$ cat config.mk
export PLATFORM = sky130hd
export DESIGN_NAME = apu_voice_mixer
export DESIGN_NICKNAME = d
export VERILOG_FILES = /design/src/rtl/apu_pkg.sv /design/src/rtl/apu_voice.sv /design/src/rtl/apu_voice_mixer.sv
export SDC_FILE = /design/constraint.sdc
export NUM_CORES = 1
export LEC_CHECK = 0
export CORE_MARGIN = 3
export CORE_UTILIZATION = 35
export DETAILED_ROUTE_END_ITERATION = 10
export PLACE_DENSITY_LB_ADDON = 0.15
export SLEW_MARGIN = 20
export SYNTH_ARGS = -nofsm -noshare
export SYNTH_HDL_FRONTEND = slang
export SYNTH_SLANG_ARGS = --single-unit
$ cat constraint.sdc
create_clock -name clk -period 5.9 [get_ports clk]
set_input_delay 1.18 -clock clk [delete_from_list [all_inputs] [get_ports clk]]
set_output_delay 1.18 -clock clk [all_outputs]
set_load 0.02 [all_outputs]
$ cat src/rtl/apu_pkg.sv
// rtl/apu_pkg.sv - shared types and constants for the voice mixer
package apu_pkg;

  typedef enum logic {
    IDLE = 1'b0,
    PLAY = 1'b1
  } voice_state_t;

  localparam logic WAVE_SAW    = 1'b0;
  localparam logic WAVE_SQUARE = 1'b1;

  function automatic int unsigned vmax(input int unsigned vol_bits);
    return (32'd1 << vol_bits) - 32'd1;
  endfunction

endpackage

$ cat src/rtl/apu_voice.sv
// rtl/apu_voice.sv - one voice: trigger edge detect, IDLE/PLAY FSM,
// phase accumulator, waveform select and linear decay envelope
module apu_voice
  import apu_pkg::*;
#(
  parameter int PHASE_BITS = 8,
  parameter int VOL_BITS   = 4
) (
  input  logic                  clk,
  input  logic                  reset,
  input  logic                  tick_i,
  input  logic                  trig_i,
  input  logic [PHASE_BITS-1:0] period_i,
  input  logic                  wave_i,
  output logic [PHASE_BITS-1:0] amp_o,
  output logic                  busy_o
);

  localparam logic [VOL_BITS-1:0] VMAX = VOL_BITS'(vmax(VOL_BITS));
  localparam int PROD_BITS = PHASE_BITS + VOL_BITS;

  voice_state_t          state_q, state_d;
  logic                  trig_q;
  logic [VOL_BITS-1:0]   vol_q, vol_d;
  logic [PHASE_BITS-1:0] phase_q, phase_d;
  logic [PHASE_BITS-1:0] period_q, period_d;
  logic                  wave_q, wave_d;
  logic                  start;
  logic [PHASE_BITS-1:0] sample;
  logic [PROD_BITS-1:0]  prod;

  assign start = trig_i & ~trig_q;

  always_ff @(posedge clk) begin
    if (reset) begin
      state_q  <= IDLE;
      trig_q   <= 1'b0;
      vol_q    <= '0;
      phase_q  <= '0;
      period_q <= '0;
      wave_q   <= WAVE_SAW;
    end else begin
      state_q  <= state_d;
      trig_q   <= trig_i;
      vol_q    <= vol_d;
      phase_q  <= phase_d;
      period_q <= period_d;
      wave_q   <= wave_d;
    end
  end

  // A start always wins over a coincident envelope tick.
  always_comb begin
    state_d  = state_q;
    vol_d    = vol_q;
    phase_d  = phase_q;
    period_d = period_q;
    wave_d   = wave_q;
    if (start) begin
      state_d  = PLAY;
      vol_d    = VMAX;
      phase_d  = '0;
      period_d = period_i;
      wave_d   = wave_i;
    end else if (state_q == PLAY) begin
      phase_d = phase_q + period_q;
      if (tick_i) begin
        if (vol_q == VOL_BITS'(1)) begin
          state_d = IDLE;
          vol_d   = '0;
          phase_d = '0;
        end else begin
          vol_d = vol_q - VOL_BITS'(1);
        end
      end
    end else begin
      vol_d   = '0;
      phase_d = '0;
    end
  end

  assign sample = (wave_q == WAVE_SQUARE) ? {PHASE_BITS{phase_q[PHASE_BITS-1]}} : phase_q;
  assign prod   = {{VOL_BITS{1'b0}}, sample} * {{PHASE_BITS{1'b0}}, vol_q};
  assign amp_o  = (state_q == PLAY) ? PHASE_BITS'(prod >> VOL_BITS) : '0;
  assign busy_o = (state_q == PLAY);

endmodule

$ cat src/rtl/apu_voice_mixer.sv
// rtl/apu_voice_mixer.sv - multi-voice sound engine: envelope tick divider,
// voice array, adder tree and period-synchronous PWM output
module apu_voice_mixer
  import apu_pkg::*;
#(
  parameter int NUM_CH     = 3,
  parameter int PHASE_BITS = 8,
  parameter int VOL_BITS   = 4,
  parameter int TICK_DIV   = 65536
) (
  input  logic                         clk,
  input  logic                         reset,
  input  logic [NUM_CH-1:0]            trig,
  input  logic [NUM_CH*PHASE_BITS-1:0] cfg_period,
  input  logic [NUM_CH-1:0]            cfg_wave,
  output logic [NUM_CH-1:0]            busy,
  output logic                         sound
);

  localparam int MIX_BITS = PHASE_BITS + $clog2(NUM_CH);
  localparam int TC_W     = $clog2(TICK_DIV);

  logic [TC_W-1:0]       tick_cnt_q, tick_cnt_d;
  logic                  tick;
  logic [PHASE_BITS-1:0] amp [NUM_CH];
  logic [MIX_BITS-1:0]   mix;
  logic [MIX_BITS-1:0]   mix_q;
  logic [MIX_BITS-1:0]   pwm_cnt_q;
  logic                  sound_q;

  assign tick       = (tick_cnt_q == TC_W'(TICK_DIV - 1));
  assign tick_cnt_d = tick ? '0 : tick_cnt_q + TC_W'(1);

  always_ff @(posedge clk) begin
    if (reset) begin
      tick_cnt_q <= '0;
    end else begin
      tick_cnt_q <= tick_cnt_d;
    end
  end

  for (genvar k = 0; k < NUM_CH; k++) begin : g_voice
    apu_voice #(
      .PHASE_BITS(PHASE_BITS),
      .VOL_BITS  (VOL_BITS)
    ) u_voice (
      .clk     (clk),
      .reset   (reset),
      .tick_i  (tick),
      .trig_i  (trig[k]),
      .period_i(cfg_period[k*PHASE_BITS +: PHASE_BITS]),
      .wave_i  (cfg_wave[k]),
      .amp_o   (amp[k]),
      .busy_o  (busy[k])
    );
  end

  // Each amp is below 2**PHASE_BITS, so the sum cannot overflow MIX_BITS.
  always_comb begin
    mix = '0;
    for (int k = 0; k < NUM_CH; k++) begin
      mix = mix + MIX_BITS'(amp[k]);
    end
  end

  // Duty is reloaded only on the last count so a PWM period is never torn.
  always_ff @(posedge clk) begin
    if (reset) begin
      pwm_cnt_q <= '0;
      mix_q     <= '0;
      sound_q   <= 1'b0;
    end else begin
      pwm_cnt_q <= pwm_cnt_q + MIX_BITS'(1);
      if (pwm_cnt_q == '1) begin
        mix_q <= mix;
      end
      sound_q <= (pwm_cnt_q < mix_q);
    end
  end

  assign sound = sound_q;

endmodule

==> impl_table.tex, run 1 <==
\begin{tabular}{lr}
\hline
Metric & Value \\
\hline
\multicolumn{2}{l}{\textbf{Pwr}} \\
Relative contribution of sequential cells to total power & around half \\
Leak & 4.08 nW \\
Portion of total power attributed to the clock network & 39.6\% \\
Power share of the combinational group & 9.6\% \\
Worst vdd ir & 113 uV \\
Internal power & 1.11 mW \\
Fraction of power spent switching nets & 27.2\% \\
Total power density per cell area & 166 mW/mm\^{}2 \\
Switching power total & roughly 410 uW \\
\multicolumn{2}{l}{\textbf{Critical path}} \\
Master of the slowest instance on the critical path & sky130\_fd\_sc\_hd\_\_fa\_1 \\
CP Launch Type & flop \\
CP peak stage delay & roughly 520 ps \\
Class of the most critical setup path & flop to flop \\
Required time of the worst setup path & 6150 ps \\
Crit path capture type & flop \\
Critical Path Fanout Max & 5 \\
WP data arrival & 5730 ps \\
Worst path cell trace & and2\_1 -> a21oi\_1 -> nand2b\_1 -> fa\_1 -> inv\_1 -> fa\_1 -> ha\_1 -> and3\_1 -> a41oi\_2 -> o21bai\_1 -> a221o\_1 -> xor2\_1 -> nand2\_1 -> fa\_1 -> inv\_1 -> ha\_1 -> a21oi\_1 -> nor2b\_1 -> a311oi\_2 -> a21oi\_1 -> xnor2\_1 -> o21a\_1 \\
\multicolumn{2}{l}{\textbf{STA}} \\
Max Clock Freq & around 180 MHz \\
Post-layout minimum cycle time & about 5500 ps \\
Setup total negative slack & 0 ps \\
Final count of negative-setup-slack endpoints & 0 \\
Number of hold violations in the final report & 0 \\
Clock tree skew after final layout & between 10 and 15 ps \\
Unrepaired setup endpoints after global routing & false \\
Worst relative slew slack & 42.1\% \\
Final period utilization & 92.8\% \\
Final critical-path setup slack & 424 ps \\
Measured slew at the worst slew-check pin & 869 ps \\
Final slew viol count & 0 \\
\multicolumn{2}{l}{\textbf{Synth}} \\
Synthesis-stage register bit count & $\sim$110 \\
Most used flip-flop cell after synthesis & sky130\_fd\_sc\_hd\_\_dfxtp\_1 \\
Post-synthesis sequential area ratio & 25.8\% \\
Count of flip-flops with a built-in enable after synthesis & 0 \\
Instance count of the mapped netlist & approximately 980 \\
FFs w/ async S/R, synth & 0\% \\
Cell area after technology mapping & 0.00824 sq mm \\
Post-synth net total & 1141 \\
Post-Synthesis Mean Instance Area & roughly 8.4 sq um \\
Count of distinct cell types in the synthesized netlist & 52 \\
Number of warnings printed during yosys synthesis & 0 \\
\multicolumn{2}{l}{\textbf{Routing}} \\
Mean routed wirelength per cell & $\sim$12 um \\
DRC violation total after the first TritonRoute iteration & between 200 and 250 \\
Total length of routed wires & 16.3 mm \\
Antenna-violating nets left & 0 \\
Overall via count from detail\_route & 6213 \\
Number of remaining DRC errors & 0 \\
Drt via density & about 4.7 \\
Initial DRT Pass Iterations & 4 \\
\multicolumn{2}{l}{\textbf{Placement}} \\
Worst setup slack before clock tree synthesis & 278 ps \\
Placed Instances & around 1.3k \\
Placed wire-length estimate after detailed placement & 12.9 mm \\
Gpl congestion & 0.788 \\
IO Port Bufs & 35 \\
Cell Area, Placed & 0.00884 sq mm \\
\multicolumn{2}{l}{\textbf{Global routing}} \\
Met2 track demand over resource in global routing & 21.3\% \\
GR met1 Demand/Resource & 17.9\% \\
GRT Util Overall & about an eighth \\
Maximum number of pins on one net before global-route repair & 44 \\
Final global-route overflow total & 0 \\
Global routing usage on met3 & 2.32\% \\
Vias in the first global route & roughly 6k \\
Number of antenna violations at the first check in global routing & 0 \\
Highest-utilization routing layer at the global route stage & met2 \\
Wire length of the first global-routing pass & roughly 28 mm \\
\multicolumn{2}{l}{\textbf{CTS}} \\
Source-to-sink clock delay at the later pin of the worst-skew pair & 360 ps \\
Number of levels in the clock H-tree & 3 \\
Maximum count of clock buffers along a single path & 2 \\
Number of buffers inserted during clock tree synthesis & 9 \\
CTS tree & done \\
Cts-stage hold buffer count & 0 \\
Clock slew at the register clock pins of the worst setup and hold paths & 80 ps \\
Clk sink count & 106 \\
Cell chosen for the clock root & sky130\_fd\_sc\_hd\_\_clkbuf\_16 \\
Number of setup buffers added after CTS & 0 \\
\multicolumn{2}{l}{\textbf{Layout}} \\
Antenna cells & 0 \\
Area of the multi-input gates & 0.00559 sq mm \\
Layout cell share with drive strength beyond 1 & 5.11\% \\
Layout Cell Area excl Fill & between 0.009 and 0.01 sq mm \\
Synth-to-layout area growth & 11.1\% \\
Layout filler cell count & 2361 \\
Sequential cell area & 0.00212 sq mm \\
Final instance count without filler cells & roughly 1.3k \\
Nets & roughly 1.2k \\
\multicolumn{2}{l}{\textbf{Run}} \\
Maximum Capacitance Violations & 0 \\
\multicolumn{2}{l}{\textbf{Outcome}} \\
Outcome & completed \\
\multicolumn{2}{l}{\textbf{Floorplanning}} \\
Effective utilization at floorplan & 35.9\% \\
Die area & approximately 0.025 sq mm \\
\# IOs & 36 \\
FP Rows & 55 \\
Area inside the core boundary & 0.0229 sq mm \\
Height of the die & about 160 um \\
Floorplan die width & 159 um \\
\multicolumn{2}{l}{\textbf{Min path}} \\
Worst min-delay path class & flop to flop \\
\hline
\end{tabular}
## cells by family (layout without fill, tap and decap cells)
family / count (synthesis) / count (layout) / share of synthesized area (%)
compound gates: 179 / 179 / 14.6
flops: 106 / 106 / 25.8
mux: 19 / 19 / 2.54
buf+inv: 132 / 153 / 6.42
fa+ha+maj: 132 / 132 / 24.1
simple gates: 352 / 352 / 20.5
xor+xnor: 57 / 57 / 6.06
## layout make-up
| class | count | area share [%] |
|---|---|---|
| Clock buffer | 9 | 2.46 |
| Clock inverter | 7 | 0.780 |
| Sequential cell | 106 | 23.2 |
| Timing Repair Buffer | 39 | 4.10 |
| Tap cell | 313 | 4.28 |
| Inverter | 98 | 4.02 |
| Multi-Input combinational cell | 739 | 61.1 |
## final timing paths
kind / to / from / slack (ps) / cells after the start
worst min register to register: g_voice[1].u_voice.period_q[6]$_SDFFE_PP0P_ / g_voice[1].u_voice.period_q[6]$_SDFFE_PP0P_ / 460 / 2
worst max register to register: mix_q[8]$_SDFFE_PP0N_ / g_voice[1].u_voice.wave_q$_SDFFE_PP0P_ / 420 / 22
worst min-delay path: g_voice[1].u_voice.period_q[6]$_SDFFE_PP0P_ / g_voice[1].u_voice.period_q[6]$_SDFFE_PP0P_ / 460 / 2
worst max-delay path: mix_q[8]$_SDFFE_PP0N_ / g_voice[1].u_voice.wave_q$_SDFFE_PP0P_ / 420 / 22
## per-stage QoR
step,total power [mW],util (%),hold WS [ps]
floorplan,0.886,-,425
global placement,0.939,38.6,452
detailed placement,0.940,38.6,452
CTS,1.55,39.9,466
global route,1.60,39.9,485
finish,1.52,39.9,463
## worst max-delay path: cells and delay by family (launching register included)
family,cells,cell delay (ps)
AO/OA/AOI/OAI,8,1710
flip-flops,1,400
buffers and inverters,2,90
adder cells (fa/ha/maj),5,2110
XOR/XNOR,2,300
AND/OR/NAND/NOR,5,760
## cells in the final DEF, fill, tap and decap left out, drive strengths merged, types with 7 or more instances in the layout
cell	count
inv	101
fa	45
and3	13
clkbuf	9
dfxtp	106
a21oi	74
a221oi	7
o22ai	7
ha	87
or3	7
mux2i	13
nand2	106
nor2b	36
xnor2	33
nor2	107
a21o	21
clkdlybuf4s50	34
nand2b	20
and2	34
o21ai	30
nand3	14
xor2	24
a211oi	8
## power by group through the flow
stage / clock network, mW / registers [mW] / logic [mW]
6_report: 0.602 / 0.774 / 0.146
5_1_grt: 0.657 / 0.780 / 0.167
4_1_cts: 0.631 / 0.774 / 0.149
3_5_place_dp: 0 / 0.791 / 0.148
3_3_place_gp: 0 / 0.792 / 0.147
2_1_floorplan: 0 / 0.773 / 0.112
## per-layer routing
| layer | vias up | routed length, um |
|---|---|---|
| met4 | 0 | 177 |
| met3 | 11 | 389 |
| met2 | 46 | 7300 |
| li1 | 3255 | - |
| met1 | 2901 | 8400 |
| met5 | - | 0 |
## flip-flops by register name (all words and copies together), names as in the netlist, 10 cells and up
signal	flops
g_voice.u_voice.period_q	24
g_voice.u_voice.phase_q	24
g_voice.u_voice.vol_q	12
mix_q	10
pwm_cnt_q	10
tick_cnt_q	16
## synthesized netlist by cell type (4+ instances only)
cell type | n | area (sq um)
sky130_fd_sc_hd__a221oi_2 | 4 | 60.1
sky130_fd_sc_hd__o21ai_0 | 27 | 135
sky130_fd_sc_hd__nand3_1 | 12 | 60.1
sky130_fd_sc_hd__nand3b_1 | 5 | 37.5
sky130_fd_sc_hd__buf_4 | 4 | 30.0
sky130_fd_sc_hd__mux2i_1 | 13 | 130
sky130_fd_sc_hd__nor2_1 | 107 | 402
sky130_fd_sc_hd__fa_1 | 45 | 901
sky130_fd_sc_hd__o21a_1 | 6 | 45.0
sky130_fd_sc_hd__o21bai_1 | 6 | 45.0
sky130_fd_sc_hd__o22ai_1 | 7 | 43.8
sky130_fd_sc_hd__nor2b_1 | 36 | 225
sky130_fd_sc_hd__xnor2_1 | 33 | 289
sky130_fd_sc_hd__a21o_1 | 21 | 158
sky130_fd_sc_hd__inv_1 | 98 | 368
sky130_fd_sc_hd__a211oi_1 | 5 | 37.5
sky130_fd_sc_hd__and2_1 | 33 | 206
sky130_fd_sc_hd__a21oi_1 | 74 | 370
sky130_fd_sc_hd__clkbuf_1 | 25 | 93.8
sky130_fd_sc_hd__o31ai_1 | 4 | 30.0
sky130_fd_sc_hd__ha_1 | 87 | 1090
sky130_fd_sc_hd__and3_1 | 12 | 75.1
sky130_fd_sc_hd__or3_1 | 6 | 37.5
sky130_fd_sc_hd__dfxtp_1 | 106 | 2120
sky130_fd_sc_hd__nor3_1 | 4 | 20.0
sky130_fd_sc_hd__nand2_1 | 106 | 398
sky130_fd_sc_hd__nand2b_1 | 20 | 125
sky130_fd_sc_hd__xor2_1 | 24 | 210
## repair_timing
action | CTS | global route
resized for setup | 0 | 3
endpoints found under the hold margin | 0 | 0
setup endpoints to repair | 0 | 2
(Power assumes the default switching activity.)
==> run 2: changes to the inputs <==
==> constraint.sdc (replaced) <==
create_clock -name clk -period 5.9 [get_ports clk]
set_input_delay 0.59 -clock clk [delete_from_list [all_inputs] [get_ports clk]]
set_output_delay 0.59 -clock clk [all_outputs]
set_load 0.02 [all_outputs]
==> run 2 against run 1 <==
Effect of this change: sequential share of layout area fell by 0.057 points; non-clock buffer count grew 2; via count is 0.74% lower; critical path depth did not move; first-iteration DRC count grew 13%; clock skew grew 2.9 ps; largest power group unchanged.
==> impl_table.tex, run 2 (synthesis gave the netlist of run 1 again) <==
\begin{tabular}{lr}
\hline
Metric & Value \\
\hline
\multicolumn{2}{l}{\textbf{Min path}} \\
Depth of the worst hold-timing path & 2 \\
Startpoint of the most critical hold path & g\_voice[1].u\_voice.period\_q[6]\$\_SDFFE\_PP0P\_ \\
Worst min-delay path class & flop to flop \\
Worst Hold Endpoint & g\_voice[1].u\_voice.period\_q[6]\$\_SDFFE\_PP0P\_ \\
\multicolumn{2}{l}{\textbf{Layout}} \\
Antenna cells & 0 \\
Sequential cell area & $\sim$0.0021 sq mm \\
Final core occ & about two fifths \\
Layout Cell Area excl Fill & 0.00917 sq mm \\
Largest regs & g\_voice.u\_voice.period\_q (24), g\_voice.u\_voice.phase\_q (24), tick\_cnt\_q (16) \\
Layout filler cell count & 2391 \\
Area of the multi-input gates & 0.00560 sq mm \\
Most common library cell in the layout ignoring fill and taps & sky130\_fd\_sc\_hd\_\_nor2\_1 \\
Commonest non-fill, non-tap cells in the layout & 107 x sky130\_fd\_sc\_hd\_\_nor2\_1, 106 x sky130\_fd\_sc\_hd\_\_nand2\_1, 104 x sky130\_fd\_sc\_hd\_\_dfxtp\_1 \\
Final instance count without filler cells & 1313 \\
Synth-to-layout area growth & 11.3\% \\
Layout cell share with drive strength beyond 1 & 5.30\% \\
Nets & 1159 \\
\multicolumn{2}{l}{\textbf{Run}} \\
Maximum Capacitance Violations & 0 \\
\multicolumn{2}{l}{\textbf{CTS}} \\
Cell chosen for the clock root & sky130\_fd\_sc\_hd\_\_clkbuf\_16 \\
Cts-stage hold buffer count & 0 \\
Clock slew at the register clock pins of the worst setup and hold paths & 70 ps \\
Number of levels in the clock H-tree & 3 \\
Maximum count of clock buffers along a single path & 2 \\
Clk sink count & around 110 \\
CTS tree & done \\
Number of buffers inserted during clock tree synthesis & 9 \\
Source-to-sink clock delay at the later pin of the worst-skew pair & 360 ps \\
\multicolumn{2}{l}{\textbf{STA}} \\
Worst hold margin & 462 ps \\
Max Clock Freq & about 180 MHz \\
Final count of negative-setup-slack endpoints & 0 \\
Setup total negative slack & 0 ps \\
Final slew viol count & 0 \\
Post-layout minimum cycle time & 5490 ps \\
Number of hold violations in the final report & 0 \\
Measured slew at the worst slew-check pin & 868 ps \\
Worst relative slew slack & 42.1\% \\
Clock tree skew after final layout & approximately 15 ps \\
Final period utilization & 93.0\% \\
\multicolumn{2}{l}{\textbf{Critical path}} \\
Critical Path Fanout Max & 5 \\
Register-to-Register Setup Slack & 410 ps \\
Required time of the worst setup path & between 6000 and 7000 ps \\
Reg-to-reg critical path startpoint & g\_voice[1].u\_voice.wave\_q\$\_SDFFE\_PP0P\_ \\
CP Launch Type & flop \\
Endpoint of the worst-slack reg-to-reg timing path & mix\_q[8]\$\_SDFFE\_PP0N\_ \\
Class of the most critical setup path & flop to flop \\
Worst R2R Path Depth & 22 \\
Crit path capture type & flop \\
WP data arrival & 5740 ps \\
\multicolumn{2}{l}{\textbf{Global routing}} \\
GRT Util Overall & a little over an eighth \\
Vias in the first global route & 6042 \\
Maximum number of pins on one net before global-route repair & 44 \\
Wire length of the first global-routing pass & 28.7 mm \\
Number of antenna violations at the first check in global routing & 0 \\
Final global-route overflow total & 0 \\
\multicolumn{2}{l}{\textbf{Floorplanning}} \\
Die area & 0.0254 sq mm \\
Floorplan die width & 159 um \\
Area inside the core boundary & 0.0229 sq mm \\
\# IOs & 36 \\
FP Rows & 55 \\
Height of the die & 159 um \\
Effective utilization at floorplan & a little over a third \\
\multicolumn{2}{l}{\textbf{Placement}} \\
Gpl congestion & 0.778 \\
Placed wire-length estimate after detailed placement & 13.0 mm \\
IO Port Bufs & 35 \\
Placed Instances & 1297 \\
Cell Area, Placed & roughly 0.009 sq mm \\
\multicolumn{2}{l}{\textbf{Pwr}} \\
Portion of total power attributed to the clock network & 39.5\% \\
Switching power total & 415 uW \\
Power share of the combinational group & 9.8\% \\
Relative contribution of sequential cells to total power & 50.6\% \\
Leak & between 4 and 5 nW \\
Internal power & $\sim$1.1 mW \\
Total power density per cell area & approximately 170 mW/mm\^{}2 \\
Fraction of power spent switching nets & 27.2\% \\
Worst vdd ir & 122 uV \\
\multicolumn{2}{l}{\textbf{Routing}} \\
Antenna-violating nets left & 0 \\
Number of remaining DRC errors & 0 \\
Initial DRT Pass Iterations & 6 \\
Drt via density & about 4.7 \\
Total length of routed wires & 16.5 mm \\
Overall via count from detail\_route & about 6k \\
Mean routed wirelength per cell & 12.6 um \\
DRC violation total after the first TritonRoute iteration & around 230 \\
\multicolumn{2}{l}{\textbf{Outcome}} \\
Outcome & completed \\
\hline
\end{tabular}
-- run 2: worst max-delay path, cell delays in order (launching register included) --
cell and delay (ps):
sky130_fd_sc_hd__dfxtp_1 410, sky130_fd_sc_hd__and2_1 240, sky130_fd_sc_hd__a21oi_1 100, sky130_fd_sc_hd__nand2b_1 180, sky130_fd_sc_hd__fa_1 490, sky130_fd_sc_hd__inv_1 50, sky130_fd_sc_hd__fa_1 470, sky130_fd_sc_hd__ha_1 290
sky130_fd_sc_hd__and3_1 210, sky130_fd_sc_hd__a41oi_4 290, sky130_fd_sc_hd__o21bai_1 160, sky130_fd_sc_hd__a221o_1 360, sky130_fd_sc_hd__xor2_1 140, sky130_fd_sc_hd__nand2_1 100, sky130_fd_sc_hd__fa_1 530, sky130_fd_sc_hd__inv_1 40
sky130_fd_sc_hd__ha_1 350, sky130_fd_sc_hd__a21oi_1 180, sky130_fd_sc_hd__nor2b_1 70, sky130_fd_sc_hd__a311oi_2 300, sky130_fd_sc_hd__a21oi_1 130, sky130_fd_sc_hd__xnor2_1 140, sky130_fd_sc_hd__o21a_1 160
-- run 2: routing by layer --
layer / share of wire [%] / GRT usage, % / routed length, um
met4: 1.3 / 3.54 / 208
met2: 44 / 21.2 / 7250
met1: 53 / 19.0 / 8720
met3: 1.9 / 2.34 / 315
met5: 0 / 0 / 0
-- run 2: final cells by class --
class / count / share of cell area [%]
Clock buffer: 9 / 2.46
Timing Repair Buffer: 41 / 4.26
Multi-Input combinational cell: 739 / 61.1
Tap cell: 313 / 4.27
Inverter: 98 / 4.01
Clock inverter: 7 / 0.737
Sequential cell: 106 / 23.2
-- run 2: power by group through the flow --
stage	Combinational, mW	Sequential (mW)	Clock (mW)
after global routing	0.172	0.778	0.651
after floorplan	0.112	0.773	0
after global placement	0.151	0.790	0
final	0.150	0.772	0.603
after CTS	0.152	0.773	0.625
after detailed placement	0.152	0.789	0
-- run 2: worst max path at each step --
stage / startpoint / endpoint / slack [ps] / depth (start not counted)
after floorplan: g_voice[0].u_voice.phase_q[7]$_SDFF_PP0_ / mix_q[8]$_SDFFE_PP0N_ / 710 / 22
after global placement: g_voice[1].u_voice.phase_q[7]$_SDFF_PP0_ / mix_q[8]$_SDFFE_PP0N_ / 400 / 22
after detailed placement: g_voice[1].u_voice.phase_q[7]$_SDFF_PP0_ / mix_q[8]$_SDFFE_PP0N_ / 300 / 22
after CTS: g_voice[1].u_voice.phase_q[7]$_SDFF_PP0_ / mix_q[8]$_SDFFE_PP0N_ / 250 / 22
after global routing: g_voice[1].u_voice.wave_q$_SDFFE_PP0P_ / mix_q[8]$_SDFFE_PP0N_ / -2 / 22
final: g_voice[1].u_voice.wave_q$_SDFFE_PP0P_ / mix_q[8]$_SDFFE_PP0N_ / 410 / 22
-- run 2: timing repair --
item | in CTS | in global routing
hold endpoints to repair | 0 | 0
endpoints found under the setup margin | 0 | 2
buffers inserted | 0 | 0
resized for setup | 0 | 4
-- run 2: per-stage QoR --
stage	setup slack [ps]	power, mW
2_1_floorplan	708	0.886
3_3_place_gp	400	0.941
3_5_place_dp	296	0.941
4_1_cts	255	1.55
5_1_grt	-1.55	1.60
6_report	412	1.53
